[src/rtl/wb_arbiter_if.sv]
// Write-back arbiter bus: pipeline and MDU requests in, register-file
// write port, stall request and busy scoreboard out.
interface wb_arbiter_if;
   logic        pipe_we;
   logic [4:0]  pipe_addr;
   logic [31:0] pipe_data;
   logic [31:0] pipe_pc;
   logic        mdu_valid;
   logic        mdu_ready;
   logic [4:0]  mdu_addr;
   logic [31:0] mdu_data;
   logic [31:0] mdu_pc;
   logic        grf_we;
   logic [4:0]  grf_addr;
   logic [31:0] grf_wdata;
   logic [31:0] grf_pc;
   logic        stall_req;
   logic [31:0] busy_mask;

   modport slave (
      input  pipe_we, pipe_addr, pipe_data, pipe_pc,
      input  mdu_valid, mdu_addr, mdu_data, mdu_pc,
      output mdu_ready,
      output grf_we, grf_addr, grf_wdata, grf_pc,
      output stall_req, busy_mask
   );

   modport master (
      output pipe_we, pipe_addr, pipe_data, pipe_pc,
      output mdu_valid, mdu_addr, mdu_data, mdu_pc,
      input  mdu_ready,
      input  grf_we, grf_addr, grf_wdata, grf_pc,
      input  stall_req, busy_mask
   );
endinterface

[src/rtl/wb_arbiter.sv]
// Register-file write-back arbiter: pipeline wins, MDU results buffered.
// Optional write trace enabled by defining WB_ARBITER_TRACE_EN.
module wb_arbiter #(
   parameter int STARVE_LIMIT = 4,
   parameter int FIFO_DEPTH   = 2
) (
   input logic         clk,
   input logic         reset,
   wb_arbiter_if.slave bus
);
   localparam int PW = $clog2(FIFO_DEPTH);

   typedef struct packed {
      logic [4:0]  addr;
      logic [31:0] data;
      logic [31:0] pc;
   } ent_t;

   ent_t            r_mem [FIFO_DEPTH];
   logic [FIFO_DEPTH-1:0] r_vld;
   logic [PW-1:0]   r_rd;
   logic [PW-1:0]   r_wr;
   logic [PW:0]     r_cnt;
   logic [3:0]      r_wait;
   logic            r_stall;
   logic            r_grf_we;
   logic [4:0]      r_grf_addr;
   logic [31:0]     r_grf_wdata;
   logic [31:0]     r_grf_pc;

   logic            w_empty;
   logic            w_full;
   logic            w_push;
   logic            w_pop;
   logic [3:0]      w_wait_nxt;
   logic            w_sel_we;
   ent_t            w_sel;
   logic [31:0]     w_busy;

   assign w_empty = (r_cnt == '0);
   assign w_full  = (r_cnt == (PW+1)'(FIFO_DEPTH));
   assign w_push  = bus.mdu_valid & ~w_full;
   assign w_pop   = ~bus.pipe_we & ~w_empty;

   assign bus.mdu_ready = ~w_full;
   assign bus.grf_we    = r_grf_we;
   assign bus.grf_addr  = r_grf_addr;
   assign bus.grf_wdata = r_grf_wdata;
   assign bus.grf_pc    = r_grf_pc;
   assign bus.stall_req = r_stall;
   assign bus.busy_mask = w_busy;

   // Head is read from registered state only, so a push never bypasses.
   always_comb begin
      w_sel_we = 1'b0;
      w_sel    = '0;
      unique case (1'b1)
         bus.pipe_we: begin
            w_sel_we = 1'b1;
            w_sel    = '{bus.pipe_addr, bus.pipe_data,
                         bus.pipe_pc};
         end
         w_pop: begin
            w_sel_we = 1'b1;
            w_sel    = r_mem[r_rd];
         end
         default: ;
      endcase
   end

   always_comb begin
      w_wait_nxt = r_wait;
      if (w_empty || w_pop)
         w_wait_nxt = 4'd0;
      else if (r_wait != 4'hF)
         w_wait_nxt = r_wait + 4'd1;
   end

   always_comb begin
      w_busy = '0;
      for (int i = 0; i < FIFO_DEPTH; i++) begin
         if (r_vld[i] && r_mem[i].addr != 5'd0)
            w_busy[r_mem[i].addr] = 1'b1;
      end
   end

   always_ff @(posedge clk) begin
      if (w_push)
         r_mem[r_wr] <= '{bus.mdu_addr, bus.mdu_data,
                          bus.mdu_pc};
   end

   always_ff @(posedge clk) begin
      if (reset) begin
         r_vld <= '0;
         r_rd  <= '0;
         r_wr  <= '0;
         r_cnt <= '0;
      end else begin
         if (w_pop) begin
            r_vld[r_rd] <= 1'b0;
            r_rd        <= r_rd + PW'(1);
         end
         if (w_push) begin
            r_vld[r_wr] <= 1'b1;
            r_wr        <= r_wr + PW'(1);
         end
         case ({w_push, w_pop})
            2'b10:   r_cnt <= r_cnt + (PW+1)'(1);
            2'b01:   r_cnt <= r_cnt - (PW+1)'(1);
            default: r_cnt <= r_cnt;
         endcase
      end
   end

   always_ff @(posedge clk) begin
      if (reset) begin
         r_wait  <= 4'd0;
         r_stall <= 1'b0;
      end else begin
         r_wait  <= w_wait_nxt;
         r_stall <= (32'(w_wait_nxt) >= STARVE_LIMIT);
      end
   end

   always_ff @(posedge clk) begin
      if (reset) begin
         r_grf_we    <= 1'b0;
         r_grf_addr  <= '0;
         r_grf_wdata <= '0;
         r_grf_pc    <= '0;
      end else begin
         r_grf_we <= w_sel_we;
         if (w_sel_we) begin
            r_grf_addr  <= w_sel.addr;
            r_grf_wdata <= (w_sel.addr == 5'd0) ?
                           32'h0 : w_sel.data;
            r_grf_pc    <= w_sel.pc;
         end
      end
   end

`ifdef WB_ARBITER_TRACE_EN
   always_ff @(posedge clk) begin
      if (!reset && r_grf_we)
         $display("@%08h: $%0d <= %08h", r_grf_pc,
                  r_grf_addr, r_grf_wdata);
   end
`endif
endmodule
[src/flat_wrapper.sv]
// flat-port wrapper written by rule: the top's interface ports become plain ports
module wb_arbiter_flat 
#(
   parameter int STARVE_LIMIT = 4,
   parameter int FIFO_DEPTH   = 2
)
  (clk, reset, bus_pipe_we, bus_pipe_addr, bus_pipe_data, bus_pipe_pc, bus_mdu_valid, bus_mdu_addr, bus_mdu_data, bus_mdu_pc, bus_mdu_ready, bus_grf_we, bus_grf_addr, bus_grf_wdata, bus_grf_pc, bus_stall_req, bus_busy_mask);
  wb_arbiter_if bus_i ();
  input logic clk;
  input logic reset;
  input wire logic [$bits(bus_i.pipe_we)-1:0] bus_pipe_we;
  input wire logic [$bits(bus_i.pipe_addr)-1:0] bus_pipe_addr;
  input wire logic [$bits(bus_i.pipe_data)-1:0] bus_pipe_data;
  input wire logic [$bits(bus_i.pipe_pc)-1:0] bus_pipe_pc;
  input wire logic [$bits(bus_i.mdu_valid)-1:0] bus_mdu_valid;
  input wire logic [$bits(bus_i.mdu_addr)-1:0] bus_mdu_addr;
  input wire logic [$bits(bus_i.mdu_data)-1:0] bus_mdu_data;
  input wire logic [$bits(bus_i.mdu_pc)-1:0] bus_mdu_pc;
  output wire logic [$bits(bus_i.mdu_ready)-1:0] bus_mdu_ready;
  output wire logic [$bits(bus_i.grf_we)-1:0] bus_grf_we;
  output wire logic [$bits(bus_i.grf_addr)-1:0] bus_grf_addr;
  output wire logic [$bits(bus_i.grf_wdata)-1:0] bus_grf_wdata;
  output wire logic [$bits(bus_i.grf_pc)-1:0] bus_grf_pc;
  output wire logic [$bits(bus_i.stall_req)-1:0] bus_stall_req;
  output wire logic [$bits(bus_i.busy_mask)-1:0] bus_busy_mask;
  assign bus_i.pipe_we = bus_pipe_we;
  assign bus_i.pipe_addr = bus_pipe_addr;
  assign bus_i.pipe_data = bus_pipe_data;
  assign bus_i.pipe_pc = bus_pipe_pc;
  assign bus_i.mdu_valid = bus_mdu_valid;
  assign bus_i.mdu_addr = bus_mdu_addr;
  assign bus_i.mdu_data = bus_mdu_data;
  assign bus_i.mdu_pc = bus_mdu_pc;
  assign bus_mdu_ready = bus_i.mdu_ready;
  assign bus_grf_we = bus_i.grf_we;
  assign bus_grf_addr = bus_i.grf_addr;
  assign bus_grf_wdata = bus_i.grf_wdata;
  assign bus_grf_pc = bus_i.grf_pc;
  assign bus_stall_req = bus_i.stall_req;
  assign bus_busy_mask = bus_i.busy_mask;
  wb_arbiter #(.STARVE_LIMIT(STARVE_LIMIT), .FIFO_DEPTH(FIFO_DEPTH)) u_core (.clk(clk), .reset(reset), .bus(bus_i));
endmodule
[config.mk]
export PLATFORM = sky130hd
export DESIGN_NAME = wb_arbiter_flat
export DESIGN_NICKNAME = d
export VERILOG_FILES = /design/src/rtl/wb_arbiter_if.sv /design/src/rtl/wb_arbiter.sv /design/src/flat_wrapper.sv
export SDC_FILE = /design/constraint.sdc
export NUM_CORES = 1
export LEC_CHECK = 0
export CAP_MARGIN = 20
export CORE_MARGIN = 8
export CORE_UTILIZATION = 44
export DETAILED_ROUTE_END_ITERATION = 12
export HOLD_SLACK_MARGIN = 0.12
export PLACE_DENSITY_LB_ADDON = 0.2
export SYNTH_ARGS = -nofsm -noshare
export SYNTH_HDL_FRONTEND = slang
export SYNTH_SLANG_ARGS = --single-unit
[constraint.sdc]
create_clock -name clk -period 4.1 [get_ports clk]
set_input_delay 0.41 -clock clk [delete_from_list [all_inputs] [get_ports clk]]
set_output_delay 0.41 -clock clk [all_outputs]
set_load 0.05 [all_outputs]
==> results.sh <==
export IMPL_status="complete, no violations"
export IMPL_ys_ff_latch=220
export IMPL_hold_violations=0
export IMPL_ant_nets=0
export IMPL_dieArea_um2=26200
export IMPL_post_cts_buffers=0
export IMPL_synthArstFlopShare=0
export IMPL_end_kind="primary output"
export IMPL_fmax_mhz=326
export IMPL_syn_inst=723
export IMPL_cts_root_buf="clkbuf_16"
export IMPL_hold_buffers=0
export IMPL_boundaryPins=246
export IMPL_mostFrequentLayoutCell="clkdlybuf4s50_1"
export IMPL_grt_pass1_vias=6896
export IMPL_clockBufferDepth=3
export IMPL_maxCapViolCount=0
export IMPL_vias=6935
export IMPL_cts_max_level=1
export IMPL_drive_above_1_share=0.128
export IMPL_worst_slew_pin_slew_ns=1.10
export IMPL_slew_viol_final=0
export IMPL_netlist_area_leader_share=0.443
export IMPL_required_ns=3.69
export IMPL_cp_start_kind="flop"
export IMPL_ir_drop_uv=252
export IMPL_slew_headroom=0.266
export IMPL_num_rows=53
export IMPL_final_nets=1077
export IMPL_drtIter0Drc=664
export IMPL_cts_sinks=220
export IMPL_ctsResizeCount=0
export IMPL_drt_wl_total_um=25300
export IMPL_hold_class="input pin to flop"
export IMPL_synth_nets=866
export IMPL_synth_cell_types=47
export IMPL_rsz0062_at_grt="false"
export IMPL_dp_final_hpwl_um=16200
export IMPL_dr_pass1_iters=9
export IMPL_drc_errors=0
export IMPL_cp_slowest_stage_delay_ns=0.86
export IMPL_syn_area_per_cell_um2=12.9
export IMPL_yosysSeqAreaShare=0.618
export IMPL_synth_ff_type="edfxtp_1"
export IMPL_overflow=0
export IMPL_path_cells="or3b_2 -> o22ai_1 -> clkdlybuf4s50_1"
export IMPL_ys_warn_count=0
export IMPL_core_um2=21000
export IMPL_synthTopCellsByArea="edfxtp_1, dfxtp_1, a221oi_2, mux2i_1, mux2_2"
export IMPL_die_w_um=162
export IMPL_final_util=0.605
export IMPL_fp_dieH_um=162
export IMPL_final_cell_mix="clkdlybuf4s50_1, edfxtp_1, dfxtp_1"
export IMPL_cts_buffers=24
export IMPL_setup_violations=0
export IMPL_placed_cell_area_um2=11900
export IMPL_skew_ns=0.0222
export IMPL_fin_crit_ns=3.06
export IMPL_cp_top_family="buffers and inverters"
export IMPL_synth_edf_count=138
export IMPL_io_buffers=244
export IMPL_p_per_area_nw_per_um2=451
export IMPL_synth_area_um2=9360
export IMPL_initial_core_util=0.447
export IMPL_worst_skew_pair_late_latency_ns=0.52
export IMPL_antenna_diode_count=0
export IMPL_cts_tree="built"
export IMPL_viasPerCell=5.65
export IMPL_crit_arrival_ns=2.65
export IMPL_path_buf_inv=1
export IMPL_gp_congestion=0.858
export IMPL_antenna_found_initial=0
export IMPL_grt_usage=0.182
export IMPL_synth_top_area_cell="edfxtp_1"
export IMPL_clk_pin_slew_ns=0.06
export IMPL_setup_tns_ns=0
export IMPL_grt_max_degree=87
export IMPL_design_area_um2=12700
export IMPL_holdWs_ns=0.298
export IMPL_routedWlPerCell_um=20.7
export IMPL_path_max_fanout=10
export IMPL_grt_pass1_wl_um=38600
export IMPL_slowest_stage="clkdlybuf4s50_1"
export IMPL_post_route_period_util=0.747
export IMPL_p_leak_uw=0.00427
export IMPL_path_class="flop to primary output"
export IMPL_syn_to_final_growth_pct=35.5
[layout make-up]
cell class / instances / area [um^2]
Inverter: 4 / 15.0
Timing Repair Buffer: 253 / 2500
Tap cell: 275 / 344
Clock buffer: 38 / 693
Fill cell: 1708 / 8270
Multi-Input combinational cell: 431 / 3230
Sequential cell: 220 / 5790
Clock inverter: 6 / 116
[synth_stat cells, drive strengths merged, types with 2 or more instances]
master,number
edfxtp,138
dfxtp,82
nor2,52
nand2,50
a21oi,40
mux2i,39
buf,38
a211o,37
nor3,34
a221oi,32
a222oi,32
mux2,32
clkbuf,30
o22ai,30
nand3,10
nand3b,6
nand2b,5
inv,4
nor2b,3
or3b,3
o21a,2
o21ai,2
o21ba,2
o32ai,2
or2,2
xnor2,2
[through the flow]
stage          total power [uW]  setup slack [ns]  std cells
5_1_grt                    5930             0.918       1227
6_report                   5720              1.04       1227
3_3_place_gp               3570              1.54       1183
2_1_floorplan              3230             0.786        723
4_1_cts                    5770              1.02       1227
3_5_place_dp               3580              1.53       1183
[power breakdown]
part           switching, uW  leakage [uW]  internal (uW)
logic                    527       0.00191            396
registers               90.8       0.00197           2520
clock network            845      0.000393           1350
[routing by layer]
metal / track usage / share of wire
met5: 0 / 0
met4: 0.0463 / 0.016
met3: 0.0526 / 0.094
met2: 0.289 / 0.45
met1: 0.242 / 0.44
[path summary, 6_finish.rpt]
path / from / cells after the start / end / slack (ns)
setup / recovery: u_core.r_mem[0][67] / 3 / bus_busy_mask[17] / 1.04
hold reg to reg: u_core.r_wait[3] / 2 / u_core.bus.stall_req / 0.53
hold / removal: reset / 2 / u_core.r_cnt[0] / 0.30
setup reg to reg: flop / 5 / u_core.bus.grf_wdata[17] / 1.63
[sequential cells by signal (all words and copies together), names as in the netlist, 2 cells and up, named ones only]
name / count
u_core.r_mem: 138
u_core.bus.grf_pc: 32
u_core.bus.grf_wdata: 32
u_core.bus.grf_addr: 5
u_core.r_wait: 4
u_core.r_cnt: 2
u_core.r_vld: 2
[cells by family (layout without fill, tap and decap cells)]
group	Yosys count	in the layout	synth area share
xor+xnor	3	3	0.00281
compound gates	183	183	0.171
fa+ha+maj	1	1	0.00134
flops	220	220	0.618
mux	71	71	0.0802
simple gates	172	172	0.0855
buf+inv	72	301	0.0409
other cells	1	1	0.000401
No activity file was read; power rests on OpenSTA's default activity.
